$ cat config.mk
export PLATFORM = sky130hd
export DESIGN_NAME = imem_loader
export DESIGN_NICKNAME = d
export VERILOG_FILES = /design/src/rtl/imem_loader.sv
export SDC_FILE = /design/constraint.sdc
export NUM_CORES = 1
export LEC_CHECK = 0
export BUFFER_PORTS_ARGS = -buffer_cell sky130_fd_sc_hd__buf_4
export CAP_MARGIN = 20
export CORE_MARGIN = 2
export CORE_UTILIZATION = 52
export DETAILED_ROUTE_END_ITERATION = 16
export MAX_ROUTING_LAYER = met4
export PLACE_DENSITY = 0.76
export SYNTH_ARGS = -nofsm -noshare
export SYNTH_HDL_FRONTEND = slang
export SYNTH_SLANG_ARGS = --single-unit
$ cat constraint.sdc
create_clock -name clk_i -period 2.65 [get_ports clk_i]
set_clock_uncertainty 0.05 [all_clocks]
set_input_delay 0.1325 -clock clk_i [delete_from_list [all_inputs] [get_ports clk_i]]
set_output_delay 0.1325 -clock clk_i [all_outputs]
set_load 0.01 [all_outputs]
$ cat src/rtl/imem_loader.sv
// Instruction-memory loader: assembles a little-endian byte stream into 32-bit
// words, writes them to instruction memory and holds the CPU in reset until done.
module imem_loader #(
    parameter int ADDR_W    = 8,
    parameter int NUM_WORDS = 64
) (
    input  logic              clk_i,
    input  logic              rst_i,
    input  logic              start_i,
    input  logic              abort_i,
    input  logic [7:0]        byte_i,
    input  logic              byte_valid_i,
    output logic              byte_ready_o,
    output logic              mem_we_o,
    output logic [ADDR_W-1:0] mem_addr_o,
    output logic [31:0]       mem_data_o,
    output logic              cpu_rst_o,
    output logic              busy_o,
    output logic              done_o,
    output logic [31:0]       sum_o
);

    typedef enum logic [1:0] {
        S_IDLE,
        S_LOAD,
        S_FLUSH,
        S_DONE
    } state_t;

    localparam logic [ADDR_W-1:0] LAST_IDX = ADDR_W'(NUM_WORDS - 1);

    state_t            state;
    state_t            state_next;
    logic [1:0]        byte_cnt;
    logic [ADDR_W-1:0] word_idx;
    logic [23:0]       partial;
    logic              accept;
    logic              word_done;
    logic              last_word;
    logic [31:0]       word;

    // Abort wins over a byte offered in the same cycle.
    assign accept    = byte_ready_o && byte_valid_i && !abort_i;
    assign word_done = accept && (byte_cnt == 2'd3);
    assign last_word = (word_idx == LAST_IDX);
    assign word      = {byte_i, partial};

    assign byte_ready_o = (state == S_LOAD);
    assign busy_o       = (state == S_LOAD) || (state == S_FLUSH);
    assign done_o       = (state == S_DONE);
    assign cpu_rst_o    = (state != S_DONE);

    // NOTE: sequential state uses non-blocking assignments so every register
    // samples pre-edge values regardless of process ordering.
    always_ff @(posedge clk_i) begin
        if (rst_i) state <= S_IDLE;
        else       state <= state_next;
    end

    always_comb begin
        state_next = state;
        case (state)
            S_IDLE:  if (start_i) state_next = S_LOAD;
            S_LOAD: begin
                if (abort_i)                      state_next = S_IDLE;
                else if (word_done && last_word)  state_next = S_FLUSH;
            end
            S_FLUSH: state_next = S_DONE;
            S_DONE:  if (start_i) state_next = S_LOAD;
            default: state_next = S_IDLE;
        endcase
    end

    always_ff @(posedge clk_i) begin
        if (rst_i) begin
            byte_cnt   <= 2'd0;
            word_idx   <= '0;
            partial    <= 24'd0;
            mem_we_o   <= 1'b0;
            mem_addr_o <= '0;
            mem_data_o <= 32'd0;
            sum_o      <= 32'd0;
        end else begin
            mem_we_o <= 1'b0;
            case (state)
                S_IDLE, S_DONE: begin
                    if (start_i) begin
                        byte_cnt <= 2'd0;
                        word_idx <= '0;
                        sum_o    <= 32'd0;
                    end
                end
                S_LOAD: begin
                    if (abort_i) begin
                        byte_cnt <= 2'd0;
                    end else if (accept) begin
                        byte_cnt <= byte_cnt + 2'd1;
                        case (byte_cnt)
                            2'd0:    partial[7:0]   <= byte_i;
                            2'd1:    partial[15:8]  <= byte_i;
                            2'd2:    partial[23:16] <= byte_i;
                            default: ;
                        endcase
                        if (word_done) begin
                            mem_we_o   <= 1'b1;
                            mem_addr_o <= word_idx;
                            mem_data_o <= word;
                            sum_o      <= sum_o + word;
                            // Index stops at the last word so the address never wraps.
                            if (!last_word) word_idx <= word_idx + ADDR_W'(1);
                        end
                    end
                end
                default: ;
            endcase
        end
    end

endmodule

==> flow_summary.ini, run 1 <==
[status]
status = finished clean

[floorplan]
fp.dieH_um = 109
die_w_um = 109
num_io_pins = 90
die_area_um2 = 11800
fp.coreArea_um2 = 10800
initial_core_util_pct = 52.9
fp-row-count = 38

[clocking]
cts_tree = yes
cts.sinks = 109
h-tree-depth = 3
path_clk_slew_ns = 0.11
clock_latency_ns = 0.40
cts_buffer_depth = 2
cts_root_buffer = clkbuf_8
cts_buffers = 9

[critical_path]
crit_type = reg -> reg
worstPathCellList = ha_4 > inv_2 > fa_2 > and2b_1 > buf_4 > o211ai_1 > a211oi_2 > buf_4 > o2111ai_2 > nand3_2 > nor4b_4 > or3_1
slowest_stage = or3_1
cp_slowest_stage_delay_ns = 0.36
crit_path_start_kind = flip-flop
critPathCaptureType = flip-flop
cpLargestDelayFamily = simple AND/OR/NAND/NOR gates
worstPathArrival_ns = 2.83
path_common_cell = buf_4
critPathBufInv = 3
cp.required_ns = 2.89
path_max_fanout = 3

[routing]
ant_nets = 0
highest_layer = met4
wl_met2_mm = 7.69
drcViolationCount = 0
wl_per_cell_um = 16.5
viasPerCell = 5.69
drt-met1-wl_mm = 7.22
drt-initial-drc-count = 357
firstDrtPassIters = 5
vias = 5581
drt-total-wl_mm = 16.1
wl_met3_um = 865

[global_routing]
overflow = 0
grt_usage_pct = 28.4
grt_pass1_vias = 5154
grt_max_degree = 49
grt_first_pass_wirelength_mm = 25.4
antenna_found_initial = 0

[final_layout]
design_area_um2 = 6990
antenna_cells = 0
syn2layout_area_growth_pct = 22.3
nets = 889
drive_gt1_share_pct = 18.6

[timing]
finalWorstSetupSlack_ns = 0.0622
final.period_utilization_pct = 97.7
whs_ns = 0.0736
rsz0062_at_grt = true
drv_slew = 0
fin_crit_ns = 2.59
fmax_mhz = 386
finalSetupViolations = 0
hold_viol = 0
tightest_slew_ns = 0.598
max_slew_margin_pct = 60.1

[synth]
yosysSeqAreaShare_pct = 38.2
synth_cells = 733
syn-cell-area_um2 = 5710
netlist_top_cells_area = dfxtp_1 38%, nand2_1 11%, a21oi_1 9.2%, ha_1 8.8%, nor2_1 3.5%
syn_area_per_cell_um2 = 7.80
yosys-top-cells-count = 172 x nand2_1, 109 x dfxtp_1, 105 x a21oi_1
synth.most_common_cell = nand2_1
synth-main-ff-cell = dfxtp_1
ys_warn_count = 0
netlist.area_leader.share_pct = 38.2
yosysUniqueCellTypes = 55
ys_ff_latch = 109
yosysTopAreaCell = dfxtp_1
async_reset_ff_share_pct = 0
synth_edf_count = 0
syn-num-nets = 787

[place]
place_hpwl_mm = 11.9
pre_cts_slack_ns = -0.0657
gp_congestion = 0.936
placed_cell_area_um2 = 6640
numPortBuffers = 89

[power_and_ir_drop]
power.density_nw_per_um2 = 459
leakage_uw = 0.00287
ir_worst_vdd_mv = 0.353

[run]
maxCapViolCount = 0

[worst_hold_path]
holdCritPathClass = in -> reg
[area by class of cell]
type	instances	area, um^2
clock inverter	7	67.6
timing repair buffer	124	951
fill	971	3800
tap	140	175
multi-input combinational	575	3430
clock buffer	9	124
inverter	16	60.1
sequential	109	2180
[path summary, 6_finish.rpt]
check                start       endpoint  slack, ns  cells past startpoint
min                abort_i       state[1]       0.07                      4
max reg2reg     partial[0]      sum_o[30]       0.06                     12
max             partial[0]      sum_o[30]       0.06                     12
min reg2reg  mem_data_o[1]  mem_data_o[1]       0.41                      2
[what timing repair did]
item                                   4_1_cts  5_1_grt
setup buffers                                0        1
setup endpoints to repair                    4       10
hold buffers                                 8        0
pin swaps                                    5       10
endpoints found under the hold margin       30        0
resized for setup                            8        9
[logic make-up after synthesis]
kind of cell / synth area share [%]
AO/OA/AOI/OAI: 21.5
XOR/XNOR: 4.90
adder cells (fa/ha/maj): 9.11
buffers and inverters: 3.26
flip-flops: 38.2
multiplexers: 0.526
AND/OR/NAND/NOR: 22.5
[worst register-to-register path, delay by kind of cell, from the launching register on]
kind	cells	cell delay [ns]
AOI/OAI and AO/OA	3	0.53
DFF	1	0.35
and+or+nand+nor	4	0.86
buffers and inverters	3	0.34
adders and majority gates	2	0.35
[state kept, by name, summed over array words and instances, names as in the netlist]
name,cells
mem_data_o,32
sum_o,32
partial,24
mem_addr_o,8
word_idx,8
byte_cnt,2
state,2
mem_we_o,1
[where the power goes]
part	switching [uW]	internal (uW)	leakage (uW)
Sequential	23.1	1660	0.000879
Combinational	349	179	0.00190
Clock	637	363	0.0000872
[cells in the final DEF (no fill, tap or decap), types with 6 or more instances in the layout]
cell           synthesis  layout
clkbuf_8               0       9
buf_4                  0     116
o21ai_0               36      36
xnor2_1               20      20
a21o_1                10      10
inv_1                 16      15
nor2_1                53      53
dlygate4sd3_1          0       8
nor2b_1                7       7
o21bai_1               6       6
and3_1                 8       8
xor2_1                12      12
a21oi_1              105     105
nand3_1               18      17
ha_1                  40      39
nand2_1              172     172
dfxtp_1              109     107
a22oi_1               12      12
[metrics by stage]
step / std cells / total power [uW] / TNS (ns) / utilization (%)
6_report: 980 / 3210 / 0 / 64.8
5_1_grt: 980 / 3340 / -0.122 / 64.8
4_1_cts: 980 / 3220 / 0 / 64.4
3_5_place_dp: 956 / 2230 / -0.0864 / 61.5
3_3_place_gp: 956 / 2210 / -0.0128 / 61.5
2_1_floorplan: 733 / 2030 / 0 / -
[per-layer routing]
layer	vias to the layer above	track usage (%)
met4	0	10.7
met2	164	45.5
li1	2741	-
met1	2643	36.4
met3	33	4.24
met5	-	-
(Power assumes the default switching activity.)
==> inputs of run 2 (changes only) <==
Settings changed: CORE_UTILIZATION 52 to 45, PLACE_DENSITY 0.76 to 0.65.
Clock period 2.65 ns to 2.59 ns, I/O delays scaled along.
==> run 2 against run 1 <==
Net effect: die area rose by 15%; fmax rose by 0.44%; first-iteration DRC count fell by 11%; critical path depth did not move; design area rose by 3.4%; total power rose by 15%; sequential power rose by 2%; final cell count rose by 4.0%; sequential share of layout area fell by 1.0 points; clock-buffer cell count rose by 1; largest power group unchanged; highest routed layer unchanged.
==> flow_summary.ini, run 2 (same netlist as run 1, synthesis figures left out) <==
[routing]
drcViolationCount = 0
firstDrtPassIters = 5
vias = 5527
drt-initial-drc-count = 317
viasPerCell = 5.42
ant_nets = 0
wl_per_cell_um = 16.3
drt-total-wl_mm = 16.6

[final_layout]
layout_commonest_cell = nand2_1
nets = 896
design_area_um2 = 7230
top_regs = mem_data_o: 32 flops, sum_o: 32 flops, partial: 24 flops
multi_input_area_um2 = 3470
drive_gt1_share_pct = 21.0
syn2layout_area_growth_pct = 26.5
regArea_um2 = 2180
num-fill-cells = 1219
final_cell_mix = 172 x nand2_1, 131 x buf_4, 107 x dfxtp_1, 99 x a21oi_1, 52 x nor2_1
antenna_cells = 0
stdcell_count = 1019

[place]
dp.cells = 999
place_hpwl_mm = 12.5
placed_cell_area_um2 = 6780
gp_congestion = 0.885
pre_cts_slack_ns = -0.0973
numPortBuffers = 89

[floorplan]
fp.coreArea_um2 = 12500
num_io_pins = 90
initial_core_util_pct = 45.7
die_area_um2 = 13600
fp-row-count = 41
fp.dieH_um = 117
die_w_um = 117

[clocking]
cts_buffer_depth = 2
cts_tree = yes
h-tree-depth = 3
clock_latency_ns = 0.36
path_clk_slew_ns = 0.08
cts_buffers = 9
ctsHoldBuffers = 0
cts_root_buffer = clkbuf_16
cts.sinks = 109

[status]
status = finished clean

[critical_path]
crit_type = reg -> reg
critPathCaptureType = flip-flop
path_max_fanout = 3
worstPathArrival_ns = 2.77
cp.required_ns = 2.78
crit_path_start_kind = flip-flop

[run]
maxCapViolCount = 0

[global_routing]
grt_first_pass_wirelength_mm = 26.1
grt_usage_pct = 25.2
grt_max_degree = 55
overflow = 0
grt_pass1_vias = 5140
antenna_found_initial = 0

[timing]
finalWorstSetupSlack_ns = 0.0135
max_slew_margin_pct = 62.1
drv_slew = 0
whs_ns = 0.00792
finalSetupViolations = 0
hold_viol = 0
fin_crit_ns = 2.58
tightest_slew_ns = 0.568
final.period_utilization_pct = 99.5
rsz0062_at_grt = true
fmax_mhz = 388

[power_and_ir_drop]
power.total_uw = 3710
leakage_uw = 0.00297
ir_worst_vdd_mv = 0.340
power.density_nw_per_um2 = 513

[worst_hold_path]
holdCritPathClass = in -> reg
==> run 2: changes by cell type in the layout (fill, tap and decap cells not counted), moves of 2 or more <==
| cell | previous run | this run |
|---|---|---|
| o21ai_0 | 36 | 34 |
| a21oi_1 | 105 | 99 |
| dlygate4sd3_1 | 8 | 0 |
| a21oi_2 | 0 | 6 |
| o21ai_1 | 0 | 2 |
| clkbuf_16 | 0 | 9 |
| clkbuf_8 | 9 | 0 |
| buf_4 | 116 | 131 |
==> run 2: power by group <==
part           internal [uW]  switching [uW]  total [uW]
sequential              1700            24.3        1720
combinational            173             355         528
clock                    770             689        1460
==> run 2: path summary, 6_finish.rpt <==
kind / slack [ns] / start / cells past startpoint / end
min reg2reg: 0.41 / mem_addr_o[3] / 2 / mem_addr_o[3]
max reg2reg: 0.01 / sum_o[0] / 12 / sum_o[30]
max: 0.01 / sum_o[0] / 12 / sum_o[30]
min: 0.008 / byte_i[6] / 3 / mem_data_o[30]
==> run 2: final cells by class <==
type	instances	share of cell area (%)
Sequential cell	109	30.2
Inverter	16	0.831
Clock buffer	10	3.17
Clock inverter	6	1.13
Multi-Input combinational cell	575	48.1
Tap cell	172	2.98
Timing Repair Buffer	131	13.6
==> run 2: what timing repair did <==
item / 4_1_cts / 5_1_grt
gates cloned: 0 / 0
buffers inserted: 2 / 4
gates resized for setup: 8 / 15
pin swaps: 9 / 13
endpoints found under the setup margin: 4 / 17
==> run 2: worst max-delay path: stages, from the launching register on <==
cell and delay, ns:
dfxtp_2 0.34, ha_4 0.16, inv_2 0.05, fa_2 0.20
and2b_1 0.20, buf_4 0.13, o211ai_1 0.28, a211oi_2 0.11
buf_4 0.17, o2111ai_2 0.19, nand3_2 0.13, nor4b_4 0.16
or3_1 0.31
==> run 2: through the flow <==
stage / utilization (%) / setup TNS (ns)
after floorplan: - / 0
after global placement: 54.1 / -0.0800
after detailed placement: 54.1 / -0.142
after CTS: 57.1 / -0.0336
after global routing: 57.7 / -0.309
final: 57.7 / 0
==> run 2: per-layer routing <==
metal  global-route usage [%]  vias to the layer above  part of all wire, %
li1                         -                     2756                    -
met1                     33.2                     2619                   46
met2                     39.9                      127                   47
met3                     3.32                       25                  4.1
met4                     8.94                        0                  2.2
met5                        -                        -                    0
==> inputs of run 3 (changes only) <==
--- a/config.mk
+++ b/config.mk
@@ -13,4 +13,5 @@
 export MAX_ROUTING_LAYER = met4
 export PLACE_DENSITY = 0.65
+export RECOVER_POWER = 25
 export SYNTH_ARGS = -nofsm -noshare
 export SYNTH_HDL_FRONTEND = slang
--- a/constraint.sdc
+++ b/constraint.sdc
@@ -3,3 +3,3 @@
 set_input_delay 0.1295 -clock clk_i [delete_from_list [all_inputs] [get_ports clk_i]]
 set_output_delay 0.1295 -clock clk_i [all_outputs]
-set_load 0.01 [all_outputs]
+set_load 0.02 [all_outputs]
==> run 3 against run 2 <==
Net effect: hold slack gained 0.013 ns; fmax rose by 2.7%; combinational power is 1% higher; final cell count is 1.2% lower; wire length shrank 3.1%; first-iteration DRC count up 9.1%; clock power down 8%; worst setup slack improved by 0.069 ns; sequential power hardly changed; total power decreased by 2.7%; clock-buffer cell count shrank 1; critical endpoint is now sum_o[28]; largest cell class unchanged.
==> flow_summary.ini, run 3 (same netlist as run 1, synthesis figures left out) <==
[timing]
fmax_mhz = 399
tns_ns = 0
drv_slew = 0
rsz0062_at_grt = true
finalSetupViolations = 0
fin_crit_ns = 2.51
tightest_slew_ns = 0.531
hold_viol = 0
final.period_utilization_pct = 96.8
max_slew_margin_pct = 63.7

[critical_path]
slowest_stage = dfxtp_4
crit_type = reg -> reg
cp_slowest_stage_delay_ns = 0.36
cpLargestDelayFamily = compound AO/OA/AOI/OAI gates
r2r-start = sum_o[0]
rr_worst_depth = 11
worstPathArrival_ns = 2.72
worstReg2RegEnd = sum_o[28]
path_max_fanout = 3
r2r_setup_slack_ns = 0.08
cp.required_ns = 2.80
critPathCaptureType = flip-flop
crit_path_start_kind = flip-flop
worstPathCellList = ha_4 > inv_2 > fa_2 > and2b_2 > o21a_1 > a2111oi_4 > o31ai_4 > nor2_2 > o41ai_2 > xor2_1 > a22o_1
critPathBufInv = 1

[global_routing]
grt_first_pass_wirelength_mm = 24.8
grt_usage_pct = 24.2
grt_max_degree = 52
antenna_found_initial = 0
overflow = 0
grt_pass1_vias = 4968

[routing]
viasPerCell = 5.46
drcViolationCount = 0
vias = 5498
ant_nets = 0
wl_per_cell_um = 16.0
drt-initial-drc-count = 346
drt-total-wl_mm = 16.1
firstDrtPassIters = 5

[final_layout]
multi_input_area_um2 = 3470
drive_gt1_share_pct = 14.4
stdcell_count = 1007
num-fill-cells = 1279
layout_commonest_cell = nand2_1
nets = 885
top_regs = mem_data_o: 32 flops, sum_o: 32 flops, partial: 24 flops
syn2layout_area_growth_pct = 21.7
antenna_cells = 0
regArea_um2 = 2190
final_cell_mix = 172 x nand2_1, 106 x dfxtp_1, 103 x a21oi_1, 75 x buf_4, 52 x nor2_1

[power_and_ir_drop]
power.density_nw_per_um2 = 519
power.total_uw = 3610
p_seq_share_pct = 47.7
combPwrFrac_pct = 14.8
internal_power_uw = 2540
ir_worst_vdd_mv = 0.341
leakage_uw = 0.00271
power_switching_uw = 1070
clock_power_share_pct = 37.5
switching_share_pct = 29.6

[place]
numPortBuffers = 89
place_hpwl_mm = 11.9
dp.cells = 987
gp_congestion = 0.910

[clocking]
cts_root_buffer = clkbuf_16
h-tree-depth = 3
cts_buffers = 9
path_clk_slew_ns = 0.08
cts_buffer_depth = 2
cts_tree = yes
clock_latency_ns = 0.36
cts.sinks = 109

[worst_hold_path]
worstHoldStart = byte_i[5]
hold-path-cell-count = 3
holdCritPathClass = in -> reg
min_to = mem_data_o[29]

[floorplan]
fp-row-count = 41
num_io_pins = 90
fp.coreArea_um2 = 12500
die_area_um2 = 13600
die_w_um = 117
fp.dieH_um = 117
initial_core_util_pct = 45.7

[status]
status = finished clean

[run]
maxCapViolCount = 0
==> run 3: what timing repair did <==
| item | CTS | global route |
|---|---|---|
| setup endpoints to repair | 4 | 9 |
| resized for setup | 4 | 14 |
| hold buffers | 1 | 0 |
| pin swaps | 2 | 9 |
| endpoints found under the hold margin | 1 | 0 |
| buffers inserted | 0 | 4 |
==> run 3: layout make-up <==
class	count	area share, %
timing repair buffer	120	10.6
tap	172	3.09
sequential	109	31.5
clock buffer	9	3.24
inverter	16	0.864
multi-input combinational	575	49.9
clock inverter	6	0.810
==> run 3: power by group through the flow <==
stage / Combinational, uW / Sequential, uW / Clock [uW]
finish: 534 / 1720 / 1350
global route: 577 / 1720 / 1450
CTS: 525 / 1720 / 1380
detailed placement: 522 / 1760 / 0
global placement: 511 / 1760 / 0
floorplan: 338 / 1750 / 0
==> run 3: worst register-to-register path: stages, from the launching register on <==
cell	delay, ns
dfxtp_4	0.36
ha_4	0.13
inv_2	0.03
fa_2	0.35
and2b_2	0.25
o21a_1	0.17
a2111oi_4	0.10
o31ai_4	0.27
nor2_2	0.08
o41ai_2	0.32
xor2_1	0.11
a22o_1	0.20
==> run 3: through the flow <==
step / util [%] / area [um^2] / hold slack [ns] / setup slack [ns]
2_1_floorplan: - / 5750 / 0.215 / 0.0611
3_3_place_gp: 53.5 / 6700 / 0.385 / -0.0271
3_5_place_dp: 53.5 / 6700 / 0.386 / -0.0746
4_1_cts: 56.0 / 7010 / 0.00343 / -0.0240
5_1_grt: 55.6 / 6950 / 0.0100 / -0.0116
6_report: 55.6 / 6950 / 0.0205 / 0.0820
==> run 3: worst max-delay path by stage <==
| stage | startpoint | end | cells after the start |
|---|---|---|---|
| 6_report | sum_o[0] | sum_o[28] | 11 |
| 2_1_floorplan | sum_o[0] | sum_o[28] | 11 |
| 4_1_cts | sum_o[0] | sum_o[28] | 11 |
| 3_3_place_gp | partial[0] | sum_o[28] | 11 |
| 3_5_place_dp | partial[0] | sum_o[28] | 11 |
| 5_1_grt | sum_o[0] | sum_o[28] | 11 |
==> run 3: per-layer routing <==
| layer | up-vias | track usage (%) | part of all wire [%] |
|---|---|---|---|
| met5 | - | - | 0 |
| met1 | 2561 | 31.2 | 46 |
| met2 | 170 | 38.0 | 46 |
| li1 | 2740 | - | - |
| met4 | 0 | 10.4 | 2.6 |
| met3 | 27 | 3.58 | 5.4 |
